## src/rtl/keypad_pkg.sv

```systemverilog
// keypad_pkg
// Shared definitions for the matrix-keypad front end and its consumers.
//   NUM_ROWS / NUM_COLS : keypad geometry (4x4)
//   NO_KEY              : keynum value meaning "no key held"
//   state_t             : scanner state encoding
//   low_col()           : index of the lowest-numbered low (pressed) column
package keypad_pkg;

  localparam int NUM_ROWS = 4;
  localparam int NUM_COLS = 4;

  localparam logic [4:0] NO_KEY = 5'b10000;

  typedef enum logic [1:0] {
    SCAN     = 2'd0,
    DEBOUNCE = 2'd1,
    PRESSED  = 2'd2,
    HOLD     = 2'd3
  } state_t;

  // Columns are active-low. Scanning from the top index down means the
  // lowest low bit is the last one written, so it wins when several
  // columns are low together.
  function automatic logic [1:0] low_col(input logic [NUM_COLS-1:0] c);
    logic [1:0] idx;
    idx = '0;
    for (int i = NUM_COLS - 1; i >= 0; i--) begin
      if (!c[i]) begin
        idx = 2'(i);
      end
    end
    return idx;
  endfunction

endpackage

```

## src/rtl/keypad_sync.sv

```systemverilog
// keypad_sync
// Two-flop synchronizer for the asynchronous keypad column lines.
// Resets to all-ones, which is the "no key" level of the pulled-up columns.
//   clk   : system clock
//   reset : asynchronous, active-high reset
//   d     : asynchronous input bus
//   q     : synchronized output bus (two cycles of latency)
module keypad_sync
  import keypad_pkg::*;
#(
  parameter int WIDTH = NUM_COLS
) (
  input  logic             clk,
  input  logic             reset,
  input  logic [WIDTH-1:0] d,
  output logic [WIDTH-1:0] q
);

  logic [WIDTH-1:0] meta;

  always_ff @(posedge clk or posedge reset) begin
    if (reset) begin
      meta <= '1;
      q    <= '1;
    end else begin
      meta <= d;
      q    <= meta;
    end
  end

endmodule

```

## src/rtl/keypad_scan.sv

```systemverilog
// keypad_scan
// Matrix-keypad front end: drives one row low at a time, samples the
// columns once per row dwell, debounces press and release, and publishes
// a key code with a one-cycle strobe per accepted press.
//   SCAN_DIV     : clock cycles each row is driven (>= 4)
//   DEBOUNCE_CNT : consecutive matching samples to accept press/release (>= 1)
//   clk          : system clock
//   reset        : asynchronous, active-high reset
//   row          : active-low row drive, exactly one bit low
//   col          : active-low column inputs (asynchronous, pulled up)
//   keynum       : {1'b0, row_idx, col_idx} while a key is held, else NO_KEY
//   pulse        : one-cycle strobe, one cycle after keynum becomes valid
module keypad_scan
  import keypad_pkg::*;
#(
  parameter int SCAN_DIV     = 50000,
  parameter int DEBOUNCE_CNT = 10
) (
  input  logic                clk,
  input  logic                reset,
  output logic [NUM_ROWS-1:0] row,
  input  logic [NUM_COLS-1:0] col,
  output logic [4:0]          keynum,
  output logic                pulse
);

  localparam int DW = $clog2(SCAN_DIV);
  localparam int CW = $clog2(DEBOUNCE_CNT + 1);

  localparam logic [DW-1:0] DWELL_LAST = DW'(SCAN_DIV - 1);
  localparam logic [CW-1:0] CNT_LAST   = CW'(DEBOUNCE_CNT - 1);
  localparam logic [CW-1:0] CNT_ONE    = CW'(1);

  logic [NUM_COLS-1:0] col_s;
  logic [DW-1:0]       dwell;
  state_t              state, state_next;
  logic [1:0]          row_idx, row_next;
  logic [3:0]          cand, cand_next;
  logic [CW-1:0]       match, match_next;
  logic [CW-1:0]       rel_cnt, rel_next;
  logic [4:0]          keynum_next;
  logic                pulse_arm;

  logic                sample;
  logic                hit;
  logic [3:0]          hit_code;
  logic                cand_held;

  keypad_sync #(
    .WIDTH(NUM_COLS)
  ) u_sync (
    .clk  (clk),
    .reset(reset),
    .d    (col),
    .q    (col_s)
  );

  // The dwell counter free-runs regardless of state, so the sample point
  // is a fixed cadence and state changes never stretch a row's dwell.
  always_ff @(posedge clk or posedge reset) begin
    if (reset) begin
      dwell <= '0;
    end else if (dwell == DWELL_LAST) begin
      dwell <= '0;
    end else begin
      dwell <= dwell + 1'b1;
    end
  end

  assign sample   = (dwell == DWELL_LAST);
  assign hit      = ~&col_s;
  assign hit_code = {row_idx, low_col(col_s)};

  // During HOLD the candidate's row is still driven, so the candidate is
  // held exactly when its own column is low. Checking that column directly
  // (rather than the lowest-column code) keeps a second key in the same row
  // from being mistaken for a release.
  assign cand_held = ~col_s[cand[1:0]];

  assign row = ~(NUM_ROWS'(1) << row_idx);

  // State and datapath registers.
  always_ff @(posedge clk or posedge reset) begin
    if (reset) begin
      state   <= SCAN;
      row_idx <= '0;
      cand    <= '0;
      match   <= '0;
      rel_cnt <= '0;
      keynum  <= NO_KEY;
    end else begin
      state   <= state_next;
      row_idx <= row_next;
      cand    <= cand_next;
      match   <= match_next;
      rel_cnt <= rel_next;
      keynum  <= keynum_next;
    end
  end

  // Next-state and datapath logic. Everything except PRESSED only acts on
  // sample cycles; the row is only advanced when leaving for or staying in
  // SCAN, never while a candidate key is being tracked.
  always_comb begin
    state_next  = state;
    row_next    = row_idx;
    cand_next   = cand;
    match_next  = match;
    rel_next    = rel_cnt;
    keynum_next = keynum;

    case (state)
      SCAN: begin
        if (sample) begin
          if (hit) begin
            cand_next  = hit_code;
            match_next = CNT_ONE;
            if (DEBOUNCE_CNT == 1) begin
              state_next = PRESSED;
            end else begin
              state_next = DEBOUNCE;
            end
          end else begin
            row_next = row_idx + 1'b1;
          end
        end
      end

      DEBOUNCE: begin
        if (sample) begin
          if (hit && (hit_code == cand)) begin
            match_next = match + 1'b1;
            if (match == CNT_LAST) begin
              state_next = PRESSED;
            end
          end else begin
            state_next = SCAN;
            match_next = '0;
            row_next   = row_idx + 1'b1;
          end
        end
      end

      PRESSED: begin
        keynum_next = {1'b0, cand};
        rel_next    = '0;
        state_next  = HOLD;
      end

      HOLD: begin
        if (sample) begin
          if (cand_held) begin
            rel_next = '0;
          end else if (rel_cnt == CNT_LAST) begin
            keynum_next = NO_KEY;
            rel_next    = '0;
            match_next  = '0;
            state_next  = SCAN;
            row_next    = row_idx + 1'b1;
          end else begin
            rel_next = rel_cnt + 1'b1;
          end
        end
      end

      default: begin
        state_next = SCAN;
      end
    endcase
  end

  // The strobe is delayed one extra cycle behind keynum so the consumer
  // always sees a settled code for a full cycle before and during pulse.
  always_ff @(posedge clk or posedge reset) begin
    if (reset) begin
      pulse_arm <= 1'b0;
      pulse     <= 1'b0;
    end else begin
      pulse_arm <= (state == PRESSED);
      pulse     <= pulse_arm;
    end
  end

endmodule

```

## config.mk

```make
export PLATFORM = sky130hd
export DESIGN_NAME = keypad_scan
export DESIGN_NICKNAME = d
export VERILOG_FILES = /design/src/rtl/keypad_pkg.sv /design/src/rtl/keypad_sync.sv /design/src/rtl/keypad_scan.sv
export SDC_FILE = /design/constraint.sdc
export NUM_CORES = 1
export LEC_CHECK = 0
export BUFFER_PORTS_ARGS = -buffer_cell sky130_fd_sc_hd__buf_2
export CAP_MARGIN = 40
export CORE_MARGIN = 2
export CORE_UTILIZATION = 40
export DETAILED_ROUTE_END_ITERATION = 8
export GPL_TIMING_DRIVEN = 0
export MAX_ROUTING_LAYER = met4
export PLACE_DENSITY = 0.65
export SLEW_MARGIN = 5
export SYNTH_ARGS = -nofsm -noshare
export SYNTH_HDL_FRONTEND = slang
export SYNTH_SLANG_ARGS = --single-unit
```

## constraint.sdc

```tcl
create_clock -name clk -period 2.5 [get_ports clk]
set_input_delay 0.5 -clock clk [delete_from_list [all_inputs] [get_ports clk]]
set_output_delay 0.5 -clock clk [all_outputs]
set_load 0.02 [all_outputs]
```

Yosys cells after proc, flatten, opt, wreduce, memory -nomap -nowiden
Index checks and enable logic that the tools add are counted.
W data, S select, Z words.
{"block": "totals", "register_bits": 47, "in_bits": 6, "output_inout_bits": 10, "wordCells": 87}
{"block": "classes", "n_addsub": 4, "n_lt_le_gt_ge": 1, "eq_ne": 16, "n_shift": 1, "mux": 40, "bitwise": 2, "reduce_logical": 12}
{"op": "$mux W4", "count": 10}
{"op": "$mux W2", "count": 19}
{"op": "$add A16 B1 Y16 const B", "count": 1}
{"op": "$eq A16 B16 Y1 const B", "count": 1}
{"op": "$mux W16", "count": 1}
{"op": "$ne A2 B2 Y1 const B", "count": 8}
{"op": "$mux W5", "count": 3}
{"op": "$reduce_and A7 Y1", "count": 2}
{"op": "$pmux W4 S3", "count": 1}
{"op": "$pmux W5 S2", "count": 1}
{"op": "$add A4 B1 Y4 const B", "count": 2}
{"op": "$eq A4 B4 Y1 const B", "count": 2}
{"op": "$pmux W2 S4", "count": 1}
{"op": "$pmux W4 S2", "count": 1}
{"op": "$reduce_and A4 Y1", "count": 2}
{"op": "$reduce_and A8 Y1", "count": 1}
{"op": "$pmux W2 S3", "count": 1}
{"op": "$eq A2 B2 Y1 const B", "count": 2}
{"op": "$eq A4 B4 Y1", "count": 1}
{"op": "$not A4 Y4", "count": 1}
{"op": "$shl A1 B2 Y4 const A", "count": 1}
{"op": "$lt A2 B3 Y1 const B", "count": 1}
{"op": "$ne A3 B3 Y1 const B", "count": 1}
{"op": "$reduce_and A3 Y1", "count": 1}
{"op": "other kinds (11)", "count": 11}

Logic depth before layout (Yosys ltp)
{"block": "depth", "word_depth": 9, "depth_mapped": 7, "ltp_nobuf": 6}

By module
A second synthesis with hierarchy kept.
{"block": "hier_totals", "cells_unflattened": 226, "area_unflattened_um2": 2316.0}
{"module": "keypad_scan", "n_inst": 1, "cells_per_inst": 217, "area_per_inst_um2": 2102.0}
{"module": "keypad_sync", "n_inst": 1, "cells_per_inst": 9, "area_per_inst_um2": 214.0}

Least setup slack after synthesis
OpenSTA, ideal clock, no wires.
{"block": "synth_timing", "path_type": "reg-to-reg", "from": "register cand[1]", "to": "register row_idx[1]", "arrival_ps": 1732, "t_required_ps": 2372, "path_slack_ps": 640, "stages_incl_launch_ff": 6, "path_buffers": 0, "path_cell_list": "dfrtp_1 -> mux4_2 -> a31oi_4 -> nor2_2 -> o211ai_2 -> mux2_1"}
{"block": "synth_between", "elab_chain_len": 4}
{"element": "start: declaration", "line": "keypad_scan.sv:38", "rtl": "logic [3:0] cand, cand_next;"}
{"element": "start signal: assignment", "line": "keypad_scan.sv:94", "rtl": "cand <= cand_next;"}
{"element": "$bmux W1 S2 or $eq A4 B4 Y1 (tied branches)", "line": "keypad_scan.sv:78, keypad_scan.sv:131"}
{"element": "$mux W1 (not written as such) or $logic_and A1 B1 Y1 (tied branches)", "line": "keypad_scan.sv:78, keypad_scan.sv:131"}
{"element": "$ne A2 B2 Y1 (no line)"}
{"element": "$reduce_and A8 Y1 (no line) (*)"}
{"element": "end signal: assignment", "line": "keypad_scan.sv:93", "rtl": "row_idx <= row_next;"}
{"element": "end: declaration", "line": "keypad_scan.sv:37", "rtl": "logic [1:0] row_idx, row_next;"}
Every way passes the cells marked *; elsewhere a longest branch is shown, timed or not. The select of a mux whose other input is x is not followed.
A chain may end at the register's enable or synchronous reset.

Worst setup path after layout
{"block": "layout_timing", "from": "register dwell[4]", "to": "register match[2]"}
{"block": "layout_between", "elab_chain_len": 3}
{"element": "start: declaration", "line": "keypad_scan.sv:35", "rtl": "logic [DW-1:0] dwell;"}
{"element": "start signal: assignment", "line": "keypad_scan.sv:66", "rtl": "dwell <= dwell + 1'b1;"}
{"element": "$eq A16 B16 Y1 (*)", "line": "keypad_scan.sv:70", "rtl": "assign sample = (dwell == DWELL_LAST);"}
{"element": "$ne A2 B2 Y1 (no line)"}
{"element": "$reduce_and A7 Y1 (no line) (*)"}
{"element": "end signal: assignment", "line": "keypad_scan.sv:95", "rtl": "match <= match_next;"}
{"element": "end: declaration", "line": "keypad_scan.sv:39", "rtl": "logic [CW-1:0] match, match_next;"}
Every way passes the cells marked *; elsewhere a longest branch is shown, timed or not.

==> results.md <==
- # diodes: 0
- Final worst-path cycle share: 0.819
- Peak Freq: 488 MHz
- Post-CTS Setup Inserts: 0
- Residual DRC: 0
- Fill cells: 533
- Sw Share: 0.233
- Most frequent cells after synthesis: 38 x dfrtp_1, 19 x nand2_1, 18 x inv_1, 18 x nor2_1, 13 x o21ai_0
- Max Slew Vio Count: 0
- Synth async-reset ratio: 1.00
- CTS resizes: 0
- RSZ-0062 raised after global routing: false
- Chip Height: 79.7 µm
- Vias in the first global route: 1522
- Clock sink total: 47
- Initial antenna violation count: 0
- H-tree Lvls: 2
- Worst-Margin Slew: 0.610 ns
- Area grow syn2layout: 12.4%
- Initial Util: 0.414
- Startpoint types: register
- CP Data Required Time: 2.69 ns
- Post-route minimum period: 2.05 ns
- Synth cell types: 48
- Setup-failing EPs final: 0
- EDFF count, synth: 0
- Synthesized netlist net count: 228
- Clk_skew: 0.00887 ns
- Maximum vdd drop: 0.412 mV
- CTS tree: built
- Root buffer cell: clkbuf_8
- Setup CP Type: reg -> reg
- Synthesized cell area: 2290 µm²
- Drt total wl: 4030 µm
- Max-cap violations: 0
- Worst Reg-to-Reg Cells: 5
- Largest area contributor in the netlist: dfrtp_1
- Final Instance Area: 2580 µm²
- DRT iter0 DRCs: 92
- Hold Vio Cnt, Final: 0
- Seq/Total Area, Yosys: 0.517
- Ys Warns: 0
- Status: finished, final reports clean
- Max Root-Sink Buffers: 2
- Critical register-to-register path endpoint: match[2]
- CP Max Fanout: 6
- Slew HR: 0.590
- Arr. time, crit path: 2.24 ns
- Final #Nets: 251
- Die area: 6360 µm²
- Synth area leaders: dfrtp_1 41%, dfstp_2 10%, xnor2_1 4.6%
- 1st-pass router iterations: 4
- Synth Instances: 215
- Num CTS Buffers: 5
- Layout cells sized above 1: 0.192
- Clock power frac: 0.367
- Int Power: 0.985 mW
- Post-route ant nets: 0
- IO Pins: 16
- Hpwl dp: 2920 µm
- Sequential cell area: 1190 µm²
- Average wire per standard cell: 13.0 µm
- Row count: 27
- Setup TNS: 0 ns
- Worst skew pair latency: 0.30 ns
- Share of the synthesized area in the top cell type: 0.414
- Die W: 79.7 µm
- Register-to-register setup slack: 0.45 ns
- Pwr dens: 498 nW/µm²
- Global route total overflow: 0
- Critical path launch point: dwell[4]
- Total GRT Usage: 0.152
- Synthesis-stage register bit count: 47
- Core area: 5540 µm²
- Worst setup path endpoint: match[2]
- PortBufs: 15
- Seq pwr share: 0.606
- Clk pin slew, worst setup/hold paths: 0.10 ns
- Via count: 1618
- LEAKAGE: 1.15 nW
- RR Startpoint: dwell[4]
- Crit end category: register
- P_sw: 0.300 mW
- Post-DP Area: 2490 µm²
- Final Wtd Congestion: 0.785
- Comb pwr share: 0.027
- Post-DR vias/cell: 5.20
- Top_reg_cell synth: dfrtp_1
- Hold crit path type: in -> async
- Count leader, synth: dfrtp_1
- Area of the multi-input gates: 1020 µm²
- Pin count of the biggest net entering global routing: 26
- # hold bufs at CTS: 0
- Avg Cell Area, Syn: 10.7 µm²
- First-pass GRT wire length: 7310 µm
-- flip-flops by register name, summed over array words and instances, names as in the netlist, named ones only --
signal,flops
state,1
pulse_arm,1
dwell,16
keynum,5
pulse,1
match,4
u_sync.q,4
cand,4
u_sync.meta,4
row_idx,2
rel_cnt,4
-- cell usage in the layout (no fill, tap or decap), types with 7 or more instances in the layout --
cell / instances
nand3_1: 9
inv_1: 17
dfrtp_1: 38
nor2_1: 18
o21ai_0: 13
buf_2: 16
xnor2_1: 12
dfstp_2: 9
ha_1: 7
nand2_1: 19
-- critical path, cell delays in order (launching register included) --
cell      delay [ns]
dfrtp_1         0.41
nor4bb_1        0.39
nand4_1         0.38
a211oi_4        0.38
o32ai_1         0.15
a41o_1          0.22
-- cell families (layout without fill, tap and decap cells) --
kind of cell	Yosys count	after routing	synth area share
flops	47	47	0.517
buf+inv	22	46	0.0382
simple gates	81	81	0.194
fa+ha+maj	7	7	0.0382
xor+xnor	17	17	0.0649
compound gates	39	39	0.133
mux	2	2	0.0147
-- how the worst min path moves through the flow --
stage	end	slack, ns	cells after the start
floorplan	pulse	0.33	0
global placement	pulse	0.34	0
detailed placement	pulse	0.35	0
CTS	dwell[9]	0.25	2
global route	dwell[9]	0.26	2
finish	dwell[9]	0.23	2
-- per-layer routing --
layer	GRT usage	vias to the layer above	part of all wire
met3	0.0339	5	0.034
met1	0.212	784	0.51
li1	-	803	-
met2	0.217	26	0.45
met5	-	-	0
met4	0.0593	0	0.011
-- power groups by stage --
stage          Combinational, mW  Clock [mW]  Sequential [mW]
5_1_grt                   0.0409       0.522            0.780
4_1_cts                   0.0369       0.480            0.778
3_3_place_gp              0.0303           0            0.792
6_report                  0.0349       0.472            0.778
2_1_floorplan             0.0210           0            0.790
3_5_place_dp              0.0364           0            0.792
-- per-stage QoR --
stage	util	std cells	power [mW]	worst slack [ns]	hold WS, ns
after floorplan	-	215	0.811	0.640	0.331
after global placement	0.444	302	0.823	0.299	0.338
after detailed placement	0.449	303	0.829	0.450	0.346
after CTS	0.465	311	1.30	0.425	0.245
after global routing	0.465	311	1.34	0.214	0.261
final	0.465	311	1.28	0.452	0.226
-- area by class of cell --
class | count | share of cell area
flip-flops and latches | 47 | 0.460
multi-input cells | 146 | 0.395
repair buffers | 16 | 0.0398
well taps | 72 | 0.0349
clock buffers | 5 | 0.0267
inverters | 18 | 0.0262
clock inverters | 3 | 0.00873
plain buffers | 4 | 0.00776
(Power assumes the default switching activity.)
